[config.mk]
export PLATFORM = sky130hd
export DESIGN_NAME = rs485_tx_scheduler
export DESIGN_NICKNAME = d
export VERILOG_FILES = /design/src/rtl/rs485_tx_scheduler_pkg.sv /design/src/rtl/rs485_tx_scheduler_rr_arbiter.sv /design/src/rtl/rs485_tx_scheduler.sv
export SDC_FILE = /design/constraint.sdc
export NUM_CORES = 1
export LEC_CHECK = 0
export ABC_AREA = 1
export BUFFER_PORTS_ARGS = -buffer_cell sky130_fd_sc_hd__buf_2
export CORE_ASPECT_RATIO = 0.75
export CORE_MARGIN = 3
export CORE_UTILIZATION = 35
export DETAILED_ROUTE_END_ITERATION = 7
export PLACE_DENSITY = 0.61
export SKIP_LAST_GASP = 1
export SLEW_MARGIN = 20
export SYNTH_ARGS = -nofsm -noshare
export SYNTH_HDL_FRONTEND = slang
export SYNTH_SLANG_ARGS = --single-unit
[constraint.sdc]
create_clock -name clk -period 3.1 [get_ports clk]
set_input_delay 0.31 -clock clk [delete_from_list [all_inputs] [get_ports clk]]
set_output_delay 0.31 -clock clk [all_outputs]
set_load 0.01 [all_outputs]
[src/rtl/rs485_tx_scheduler_pkg.sv]
// Shared types and helpers for the RS485 transmit scheduler: FSM encoding and
// bit-time arithmetic used to derive guard and timeout defaults.
package rs485_tx_scheduler_pkg;

  typedef enum logic [2:0] {
    ST_IDLE = 3'd0,
    ST_PRE  = 3'd1,
    ST_LOAD = 3'd2,
    ST_WAIT = 3'd3,
    ST_POST = 3'd4
  } state_t;

  // Clock cycles per UART bit, truncated.
  function automatic int bit_cyc(input int clk_freq, input int bps);
    return clk_freq / bps;
  endfunction

  function automatic int max3(input int a, input int b, input int c);
    int m;
    m = (a > b) ? a : b;
    return (m > c) ? m : c;
  endfunction

endpackage

[src/rtl/rs485_tx_scheduler_rr_arbiter.sv]
// Combinational round-robin arbiter: one-hot grant of the first valid requester
// found when searching upward from ptr, wrapping at NUM_REQ.
module rr_arbiter #(
  parameter int NUM_REQ = 2
) (
  input  logic [NUM_REQ-1:0] req,
  input  logic [2:0]         ptr,
  output logic [NUM_REQ-1:0] grant,
  output logic [2:0]         grant_idx,
  output logic               any_req
);

  int   idx;
  logic hit;

  // NOTE: every variable written here gets a default first, so no latch is inferred.
  always_comb begin
    idx       = 0;
    hit       = 1'b0;
    grant     = '0;
    grant_idx = '0;
    any_req   = 1'b0;
    for (int i = 0; i < NUM_REQ; i++) begin
      idx = int'(ptr) + i;
      if (idx >= NUM_REQ) idx = idx - NUM_REQ;
      hit = 1'b0;
      for (int j = 0; j < NUM_REQ; j++) begin
        if (j == idx) hit = req[j];
      end
      if (hit && !any_req) begin
        any_req   = 1'b1;
        grant_idx = 3'(idx);
      end
    end
    for (int j = 0; j < NUM_REQ; j++) begin
      grant[j] = any_req && (grant_idx == 3'(j));
    end
  end

endmodule

[src/rtl/rs485_tx_scheduler.sv]
// Shares one uart_tx and the half-duplex RS485 line among NUM_REQ byte producers,
// owning the driver enable with pre/post turnaround guards and a done timeout.
module rs485_tx_scheduler
  import rs485_tx_scheduler_pkg::*;
#(
  parameter int NUM_REQ        = 2,
  parameter int CLK_FREQ       = 50_000_000,
  parameter int UART_BPS       = 115200,
  parameter int GUARD_PRE_CYC  = 50,
  parameter int GUARD_POST_CYC = bit_cyc(CLK_FREQ, UART_BPS),
  parameter int TIMEOUT_CYC    = bit_cyc(12 * CLK_FREQ, UART_BPS)
) (
  input  logic                 clk,
  input  logic                 rst_n,
  input  logic [NUM_REQ-1:0]   req_valid,
  input  logic [8*NUM_REQ-1:0] req_data,
  output logic [NUM_REQ-1:0]   req_ready,
  output logic [2:0]           grant_id,
  input  logic                 rx_active,
  input  logic                 tx_busy,
  input  logic                 uart_tx_done,
  output logic                 uart_tx_start,
  output logic [7:0]           uart_tx_data,
  output logic                 en_rs485,
  output logic                 tx_timeout
);

  localparam int CNT_MAX = max3(GUARD_PRE_CYC, GUARD_POST_CYC, TIMEOUT_CYC);
  localparam int CNT_W   = $clog2(CNT_MAX + 1);

  localparam logic [CNT_W-1:0] PRE_LAST  = CNT_W'(GUARD_PRE_CYC - 1);
  localparam logic [CNT_W-1:0] POST_LAST = CNT_W'(GUARD_POST_CYC - 1);
  localparam logic [CNT_W-1:0] TO_LAST   = CNT_W'(TIMEOUT_CYC - 1);

  state_t             state, state_nxt;
  logic [CNT_W-1:0]   cnt, cnt_nxt;
  logic [2:0]         rr_ptr, rr_ptr_nxt;

  logic [NUM_REQ-1:0] arb_grant;
  logic [2:0]         arb_idx;
  logic               arb_any;
  logic               grant_fire;

  logic [NUM_REQ-1:0] req_ready_nxt;
  logic [2:0]         grant_id_nxt;
  logic [7:0]         data_nxt;
  logic               start_nxt;
  logic               en_nxt;
  logic               timeout_nxt;

  rr_arbiter #(.NUM_REQ(NUM_REQ)) u_arb (
    .req       (req_valid),
    .ptr       (rr_ptr),
    .grant     (arb_grant),
    .grant_idx (arb_idx),
    .any_req   (arb_any)
  );

  // Requests are only looked at in IDLE (gated by the receiver) and in POST (burst continuation).
  assign grant_fire = ((state == ST_IDLE) && arb_any && !rx_active) ||
                      ((state == ST_POST) && arb_any);

  // NOTE: sequential state uses non-blocking assignments; async reset clears every register.
  always_ff @(posedge clk or negedge rst_n) begin
    if (!rst_n) begin
      state         <= ST_IDLE;
      cnt           <= '0;
      rr_ptr        <= '0;
      req_ready     <= '0;
      grant_id      <= '0;
      uart_tx_start <= 1'b0;
      uart_tx_data  <= '0;
      en_rs485      <= 1'b0;
      tx_timeout    <= 1'b0;
    end else begin
      state         <= state_nxt;
      cnt           <= cnt_nxt;
      rr_ptr        <= rr_ptr_nxt;
      req_ready     <= req_ready_nxt;
      grant_id      <= grant_id_nxt;
      uart_tx_start <= start_nxt;
      uart_tx_data  <= data_nxt;
      en_rs485      <= en_nxt;
      tx_timeout    <= timeout_nxt;
    end
  end

  always_comb begin
    state_nxt = state;
    cnt_nxt   = cnt;
    case (state)
      ST_IDLE: begin
        if (grant_fire) begin
          state_nxt = ST_PRE;
          cnt_nxt   = '0;
        end
      end
      ST_PRE: begin
        if (cnt == PRE_LAST) begin
          state_nxt = ST_LOAD;
          cnt_nxt   = '0;
        end else begin
          cnt_nxt = cnt + 1'b1;
        end
      end
      ST_LOAD: begin
        if (!tx_busy) begin
          state_nxt = ST_WAIT;
          cnt_nxt   = '0;
        end
      end
      ST_WAIT: begin
        // A done arriving on the timeout cycle wins: the byte went out.
        if (uart_tx_done || (cnt == TO_LAST)) begin
          state_nxt = ST_POST;
          cnt_nxt   = '0;
        end else begin
          cnt_nxt = cnt + 1'b1;
        end
      end
      ST_POST: begin
        if (grant_fire) begin
          state_nxt = ST_LOAD;
          cnt_nxt   = '0;
        end else if (cnt == POST_LAST) begin
          state_nxt = ST_IDLE;
          cnt_nxt   = '0;
        end else begin
          cnt_nxt = cnt + 1'b1;
        end
      end
      default: begin
        state_nxt = ST_IDLE;
        cnt_nxt   = '0;
      end
    endcase
  end

  always_comb begin
    req_ready_nxt = grant_fire ? arb_grant : '0;
    grant_id_nxt  = grant_fire ? arb_idx : grant_id;
    data_nxt      = uart_tx_data;
    for (int i = 0; i < NUM_REQ; i++) begin
      if (grant_fire && arb_grant[i]) data_nxt = req_data[8*i +: 8];
    end
    start_nxt   = (state == ST_LOAD) && !tx_busy;
    timeout_nxt = (state == ST_WAIT) && !uart_tx_done && (cnt == TO_LAST);
    en_nxt      = (state_nxt != ST_IDLE);
    rr_ptr_nxt  = rr_ptr;
    if (grant_fire) begin
      rr_ptr_nxt = (arb_idx == 3'(NUM_REQ - 1)) ? 3'd0 : arb_idx + 3'd1;
    end
  end

endmodule

**Word-level counts from Yosys, hierarchy flattened**

Cells that the tools add are included.

- Add/sub/neg operators: 5
- Multipliers: 0
- Divide/modulo/power cells: 0
- $lt $le $gt $ge: 2
- Equal/unequal tests: 12
- Shift operators: 0
- Multiplexer cells: 28
- Bitwise operators: 0
- Reduce and logical (&&, ||, !) cells: 24

Operator list:

| cell | number |
|---|---|
| $mux W13 | 6 |
| $pmux W13 S5 | 1 |
| $eq A2 B32 Y1 const A | 2 |
| $logic_not A32 Y1 | 2 |
| $mux W32 | 2 |
| $ge A32 B3 Y1 const B | 1 |
| $sub A32 B3 Y32 const B | 1 |
| $mux W3 | 9 |
| $mux W8 | 2 |
| $pmux W3 S5 | 1 |
| $add A13 B1 Y13 const B | 1 |
| $eq A13 B13 Y1 const B | 1 |
| $eq A13 B6 Y1 const B | 1 |
| $eq A13 B9 Y1 const B | 1 |
| $logic_and A1 B1 Y1 | 11 |
| $eq A3 B1 Y1 const B | 2 |
| $eq A3 B2 Y1 const B | 2 |
| $logic_not A3 Y1 | 2 |
| $mux W1 | 6 |
| $add A3 B1 Y4 const B | 1 |
| $logic_not A1 Y1 | 4 |
| $ne A2 B2 Y1 const B | 2 |
| $sub A3 B2 Y4 const B | 1 |
| $add A3 B1 Y3 const B | 1 |
| 7 further kinds | 8 |

- Flip-flop bits (word level): 35
- Latch bits: 0
- Bits in writable memories: 0
- Bits in read-only memories: 0
- Input bits: 23
- Output and inout bits: 16
- Word-level logic and storage cells: 80
- Memories kept: 0

**Longest topological paths before layout**

Gate-level depths: netlist (run 1).

- Word-level depth: 15
- Gate-level depth with buffers: 20
- Mapped depth without buffers: 19

**Cells and area by module**

Synthesis (run 1) repeated with hierarchy kept, for this count alone.

- Cell total of the unflattened synthesis: 327
- Area total of the unflattened synthesis: 2399.8 um2

Modules (own cells, without submodules):

| module | times used | cells an instance | area an instance (um2) | seq. area each (um2) |
|---|---|---|---|---|
| rs485_tx_scheduler | 1 | 275 | 2072.0 | 875.8 |
| rr_arbiter | 1 | 52 | 327.8 | 0.0 |

**Worst setup path before layout (run 1)**

Ideal clock, no wire load.

- Kind: register to register
- Start: register rr_ptr[0]
- End: register uart_tx_data[5]
- Setup time: 125 ps
- Arrival: 2287 ps
- Setup slack: 688 ps
- Cell stages (with the launch flop): 18
- Clock period less this slack: 2412 ps
- Path through: dfrtp_1 buf_6 inv_2 ha_1 ha_1 ha_1 inv_1 nor2_1 nand3_1 nand2_1 nand2_1 inv_2 nand3_2 nor2_4 nor2_4 buf_6 nand3_1 nand3_1

- Cells in the longest elaborated chain, start to end: 14

Ends and longest elaborated chain:

| what | line | text |
|---|---|---|
| start: declaration | rs485_tx_scheduler.sv:37 | `logic [2:0] rr_ptr, rr_ptr_nxt;` |
| start signal: assignment | rs485_tx_scheduler.sv:78 | `rr_ptr <= rr_ptr_nxt;` |
| branches (longest 14 deep; another with $sub A32 B3 Y32) | -- |  |
| end signal: assignment | rs485_tx_scheduler.sv:82 | `uart_tx_data <= data_nxt;` |
| end: declaration | rs485_tx_scheduler.sv:23 | `output logic [7:0] uart_tx_data,` |

Parallel ways; which one is timed is not known.
A chain may end at the register's enable or synchronous reset.

**Worst setup path in the final report (run 1)**

- Start: register rr_ptr[0]
- End: register uart_tx_data[3]

Same word-level chain as after synthesis.

==> results by group, run 1 <==
Drt
  – DRT Pass-1 Iters: 4
  – Vias: approximately 1800
  – First-iteration detailed-routing DRC count: just over 100
  – DR DRC count: 0
  – Drt wl/cell: between 10 and 15 um
  – Post-route ant nets: 0
  – DR vias/cell: roughly 4.6
  – Post-Route WL: 4490 um

CTS
  – CTS Root Cell: clkbuf_8
  – Worst-skew pair later-pin latency: just under 0.3 ns
  – CTS clk-pin slew, worst paths: ~0.070 ns
  – Clock buffer depth: 2
  – CTS tree: yes
  – CTS sink count: 35
  – Post-CTS setup repair buffer count: 0
  – Hold buffers post-CTS: 0
  – CTS resizes: 0
  – Htree depth: 2
  – CTS Buf Count: 5

Synth
  – Synth Warn #: 0
  – Top cell type's share of synthesized area: 41.5%
  – Register area share after synthesis: between 40 and 50%
  – Post-synth EDFFs: 0
  – Mapped Nets: slightly above 300
  – Synth area leaders: dfrtp_1 (41%), nand2_1 (15%), nand3_1 (8.5%)
  – Biggest area consumer among synthesized cells: dfrtp_1
  – Synth async-reset ratio: 100%
  – Synth unique cells: 28
  – Mapped Area: ~2100 sq um
  – Synth Register Bits: 35
  – Synth Area per Inst: about 7.6 sq um
  – Mapped Cells: 277
  – Most used DFF post-synth: dfrtp_1

Floorplan
  – Row count: 23
  – Die area: between 7000 and 8000 sq um
  – Placeable Area: around 5600 sq um
  – # IOs: 39
  – Die height: ~73 um
  – Chip Width: 95.7 um
  – Starting Density: 37.8%

STA
  – RSZ-0062 raised after global routing: no
  – Clock skew: 0.00537 ns
  – WHS: between 0.09 and 0.1 ns
  – Slew headroom: about 48%
  – Min Tclk post-route: around 2.6 ns
  – Final setup vio count: 0
  – Hold Fails Final Rpt: 0
  – Fmax: ~380 MHz
  – Final setup margin: about 0.45 ns
  – Fin. max-slew vios: 0
  – Worst slew pin tran: around 0.77 ns
  – Setup TNS: 0 ns
  – Final Cycle Share: 85.4%

Global route
  – Initial antenna violation count: 0
  – GRT Util Overall: roughly 14%
  – Vias in the first global route: between 1500 and 2000
  – First-pass GRT wire length: 7490 um
  – Largest net degree at the start of global routing: 36
  – Congestion Overflow GR: 0

Worst setup path
  – Reg-to-reg critical path startpoint: rr_ptr[0]
  – Req. time, crit path: between 3 and 4 ns
  – Worst setup endpoint: uart_tx_data[3]
  – Max incr delay on CP: 0.51 ns
  – Crit path launch type: flip-flop
  – Worst Setup SP: rr_ptr[0]
  – CP Cell Sequence: inv_2, ha_1, ha_1, ha_1, inv_1, nor2_1, nand3_1, nand2_1, nand2_1, inv_2, nand2_2, nand2_2, nand2_4, inv_2, nand2_2, nand2_1, nand3_1
  – Setup slack, reg-to-reg: roughly 0.45 ns
  – Slowest-stage cell, CP: dfrtp_1
  – Critical Path Sink Type: flip-flop
  – Reg2reg path depth: 17
  – Reg2Reg Capture Point: uart_tx_data[3]
  – Worst-path fanout max: 10
  – Worst EP arrival: about 2.8 ns
  – Worst setup path class: flip-flop to flip-flop

Power and ir drop
  – P per Cell Area: roughly 330 nW/um^2
  – Lkg Pwr: 0.00133 uW
  – Peak supply drop: roughly 140 uV

Final layout
  – Layout cell share with drive strength beyond 1: between 20% and 30%
  – Final Util: 43.7%
  – Commonest cells after routing, fill and taps aside: nand2_1 (86), buf_2 (38), nand3_1 (36)
  – Commonest non-fill, non-tap cell in the layout: nand2_1
  – N_diodes: 0
  – Area Overhead vs Synth: 15.5%
  – Final Net Count: 348

Placement
  – Place WS: 0.445 ns
  – Hpwl dp: between 3000 and 4000 um
  – Final GP Congestion: 0.842
  – PortBufs: 38

Status
  – Status: complete, no violations

Hold path
  – Min-Delay Path Class: primary input to async pin

Job
  – Max_cap viols: 0
## critical path, delay by kind of cell (launching register included)
kind                     cells  cell delay (ns)
adder cells (fa/ha/maj)      3             0.83
AND/OR/NAND/NOR             10             0.83
flip-flops                   1             0.51
buffers and inverters        4             0.35
## power breakdown
group | total, uW | switching (uW) | internal [uW]
combinational | 26.0 | 15.3 | 10.7
clock | 323 | 170 | 153
sequential | 456 | 0 | 456
total | 806 | 185 | 620
## stage by stage
step | instances | instance area [sq um] | power [uW]
after detailed placement | 384 | 2360 | 492
final | 391 | 2440 | 806
after global routing | 391 | 2440 | 838
after global placement | 384 | 2360 | 492
after floorplan | 277 | 2110 | 467
after CTS | 391 | 2440 | 816
## cell type report
| cell class | count | area [sq um] |
|---|---|---|
| multi-input cells | 201 | 1060 |
| repair buffers | 40 | 205 |
| clock inverters | 2 | 13.8 |
| well taps | 75 | 93.8 |
| clock buffers | 5 | 68.8 |
| flip-flops and latches | 35 | 876 |
| inverters | 33 | 124 |
| fillers | 577 | 3140 |
## flip-flops by register name (all words and copies together) (netlist names)
name and flops:
state 3, uart_tx_data 8, cnt 13, grant_id 3, rr_ptr 3, uart_tx_start 1
tx_timeout 1, req_ready 2, en_rs485 1
## cell usage after synthesis (2+ instances only)
cell type / instances
nand2_2: 8
nand3_2: 2
nor2_1: 23
inv_1: 27
inv_2: 6
nor2_4: 2
nor3_1: 2
xor2_1: 5
dfrtp_1: 35
o31ai_1: 2
xnor2_1: 4
o21ai_0: 4
nor4_1: 5
buf_2: 4
nand4_1: 6
nand3_1: 36
ha_1: 9
nand2_1: 86
buf_6: 2
## how the worst min path moves through the flow
stage,from,endpoint
4_1_cts,rst_n,cnt[1]
2_1_floorplan,rst_n,cnt[0]
3_5_place_dp,rst_n,cnt[4]
6_report,rst_n,cnt[1]
5_1_grt,rst_n,cnt[1]
3_3_place_gp,rst_n,cnt[7]
## per-layer routing
layer | global-route usage, % | wire length (um)
met1 | 21.8 | 2420
met2 | 18.0 | 1680
met3 | 3.89 | 327
met4 | 5.21 | 69
met5 | 0 | 0
## cell families (layout without fill, tap and decap cells)
group,Yosys count,after routing,share of synthesized area (%)
buffers and inverters,41,80,8.41
DFF,35,35,41.5
AOI/OAI and AO/OA,11,11,4.21
adders and majority gates,9,9,5.33
and+or+nand+nor,172,172,36.8
xor gates and xnor gates,9,9,3.73
Power figures use the tool's default switching activity.
==> run 2, diff against run 1 <==
ABC_AREA = not set   (was 1)
==> run 2 against run 1 <==
Compared with the run above: synthesized area increased by 9.8%; clock power about the same; flip-flop and latch count unchanged; critical path depth decreased by 7; largest cell class unchanged; highest routed layer unchanged.
==> results by group, run 2 <==
Status
  – Status: complete, no violations

Final layout
  – Commonest non-fill, non-tap cell in the layout: buf_2
  – Area Overhead vs Synth: 16.1%
  – Layout cell share with drive strength beyond 1: 26.3% (+4.5 points)
  – Commonest cells after routing, fill and taps aside: buf_2 (38), dfrtp_1 (35), nand2_1 (24)
  – N_diodes: 0 (unchanged)
  – Final Util: 42.4% (-1.3 points)
  – Post-Layout Cell Count: 370 (-5.4%)
  – Largest Register: cnt
  – Max FFs per register: 13 (unchanged)
  – Final Net Count: 320 (-8.0%)
  – Biggest regs: cnt: 13 flops, uart_tx_data: 8 flops
  – FILL cells: 647 (+12%)

STA
  – RSZ-0062 raised after global routing: no
  – Final setup margin: 0.155 ns (-0.296 ns)
  – Final Cycle Share: 95.0% (+9.6 points)
  – Slew headroom: 47.0% (-1.3 points)
  – Clock skew: 0.00758 ns (+0.00221 ns)
  – WHS: 0.105 ns (+0.0103 ns)
  – Fmax: 340 MHz (-10%)
  – Worst slew pin tran: 0.795 ns (+0.0202 ns)
  – Min Tclk post-route: 2.94 ns (+0.296 ns)
  – Final setup vio count: 0 (unchanged)
  – Fin. max-slew vios: 0 (unchanged)
  – Hold Fails Final Rpt: 0 (unchanged)

Global route
  – Congestion Overflow GR: 0 (unchanged)
  – Initial antenna violation count: 0 (unchanged)
  – Largest net degree at the start of global routing: 36 (unchanged)
  – First-pass GRT wire length: 9230 um (+23%)
  – GRT Util Overall: 14.8% (+0.82 points)
  – Vias in the first global route: 1955 (+28%)

Power and ir drop
  – Peak supply drop: 143 uV (+2.0%)
  – Final total power: 841 uW (+4.4%)
  – Lkg Pwr: 0.00127 uW (-4.1%)
  – P per Cell Area: 312 nW/um^2 (-5.4%)

Drt
  – Post-route ant nets: 0 (unchanged)
  – Vias: 1999 (+10%)
  – DR vias/cell: 5.40 (+17%)
  – First-iteration detailed-routing DRC count: 103 (unchanged)
  – Drt wl/cell: 14.4 um (+26%)
  – Post-Route WL: 5340 um (+19%)
  – DRT Pass-1 Iters: 4 (unchanged)
  – DR DRC count: 0 (unchanged)

Worst setup path
  – Critical Path Sink Type: flip-flop
  – Crit path launch type: flip-flop
  – CP most frequent cell: ha_1
  – Slowest-stage cell, CP: or3_2
  – Req. time, crit path: 3.27 ns (about the same)
  – Max incr delay on CP: 0.46 ns (-0.05 ns)
  – Worst setup path class: flip-flop to flip-flop
  – CP Cell Sequence: ha_1, xnor2_2, ha_1, ha_1, nand3b_1, a31o_4, a22oi_4, nand2_4, or3_2, a32o_1
  – Reg2reg path depth: 10 (-7)
  – WP depth: 10 (-7)
  – Worst-path fanout max: 17 (+7)
  – Delay-heaviest family, CP: adder cells
  – WP buf/inv: 0 (-4)
  – Worst EP arrival: 3.11 ns (+0.28 ns)

Synth
  – Synth Warn #: 0 (unchanged)
  – Mapped Cells: 247 (-11%)
  – Commonest cells in the synthesized netlist: dfrtp_1 (35), nand2_1 (24), nor2_1 (19), a21oi_1 (16), mux2i_1 (14)
  – Synth async-reset ratio: 100% (unchanged)
  – Register area share after synthesis: 37.8% (-3.7 points)
  – Synth Register Bits: 35 (unchanged)
  – Synth unique cells: 57 (+100%)
  – Top cell type's share of synthesized area: 37.8% (-3.7 points)
  – Synth area leaders: dfrtp_1 (38%), mux2i_1 (6.0%), ha_1 (4.9%)
  – Mapped Area: 2320 sq um (+9.8%)
  – Most common cell in the netlist: dfrtp_1
  – Post-synth EDFFs: 0 (unchanged)
  – Biggest area consumer among synthesized cells: dfrtp_1
  – Most used DFF post-synth: dfrtp_1
  – Mapped Nets: 279 (-9.7%)
  – Synth Area per Inst: 9.39 sq um (+23%)

CTS
  – Htree depth: 2 (unchanged)
  – CTS Buf Count: 5 (unchanged)
  – Hold buffers post-CTS: 0 (unchanged)
  – Worst-skew pair later-pin latency: 0.29 ns (about the same)
  – CTS tree: yes
  – Clock buffer depth: 2 (unchanged)
  – CTS sink count: 35 (unchanged)
  – CTS Root Cell: clkbuf_8
  – CTS clk-pin slew, worst paths: 0.08 ns (about the same)

Floorplan
  – # IOs: 39 (unchanged)
  – Placeable Area: 6350 sq um (+14%)
  – Row count: 25 (+8.7%)
  – Die area: 7650 sq um (+9.1%)
  – Chip Width: 100 um (+4.5%)
  – Starting Density: 36.5% (-1.3 points)
  – Die height: 76.5 um (+4.4%)

Placement
  – Hpwl dp: 3850 um (+14%)
  – Final GP Congestion: 0.785 (-6.8%)
  – PortBufs: 38 (unchanged)
  – Place WS: -0.0558 ns (-0.500 ns)
  – Post-Place Cells: 362 (-5.7%)

Job
  – Max_cap viols: 0 (unchanged)

Hold path
  – Min-Delay Path Class: primary input to async pin
-- run 2: cell count changes after synthesis, sizes merged, moves of 9 or more --
cell,before,now
nand2,95,25
nand3,38,12
inv,33,13
a21oi,2,17
mux2i,0,14
or3,0,9
-- run 2: path summary, 6_finish.rpt --
| check | from | to | slack [ns] |
|---|---|---|---|
| min in group clk | tx_busy | uart_tx_start | 0.32 |
| hold / removal | rst_n | cnt[11] | 0.11 |
| max in group asynchronous | rst_n | uart_tx_data[4] | 2.49 |
| hold reg to reg | uart_tx_data[4] | uart_tx_data[4] | 0.49 |
| setup reg to reg | rr_ptr[1] | uart_tx_data[3] | 0.16 |
| setup / recovery | rr_ptr[1] | uart_tx_data[3] | 0.16 |
-- run 2: through the flow --
| step | setup TNS, ns | instance area (sq um) |
|---|---|---|
| after global placement | 0 | 2600 |
| after detailed placement | -0.344 | 2600 |
| after global routing | 0 | 2690 |
| after floorplan | 0 | 2320 |
| after CTS | 0 | 2690 |
| final | 0 | 2690 |
-- run 2: power by group --
part	switching, uW	leakage (uW)	internal, uW
combinational	37.0	0.000778	26.3
clock	164	0.0000422	158
sequential	0	0.000453	456
total	201	0.00127	640
-- run 2: cell families after synthesis --
kind of cell	Yosys count	synth area share, %
simple gates	100	24.1
compound gates	61	20.4
flops	35	37.8
buf+inv	24	4.75
mux	17	7.50
fa+ha+maj	9	4.85
xor+xnor	1	0.701
-- run 2: metal layers --
layer	vias up	global-route usage, %	part of all wire [%]
met5	-	0	0
met4	0	4.44	1.1
met3	8	3.02	4.2
met2	35	22.6	43
met1	961	21.2	51
li1	995	-	-
-- run 2: area by class of cell --
class	count	area, sq um	area share (%)
multi-input cells	188	1340	49.9
clock buffers	7	76.3	2.83
inverters	13	48.8	1.81
well taps	81	101	3.76
repair buffers	45	243	9.01
flip-flops and latches	35	876	32.5
clock inverters	1	5.00	0.186
-- run 2: timing repair --
item,CTS,global route
gates cloned,0,0
setup buffers,0,0
endpoints found under the setup margin,8,2
gates resized for setup,1,1
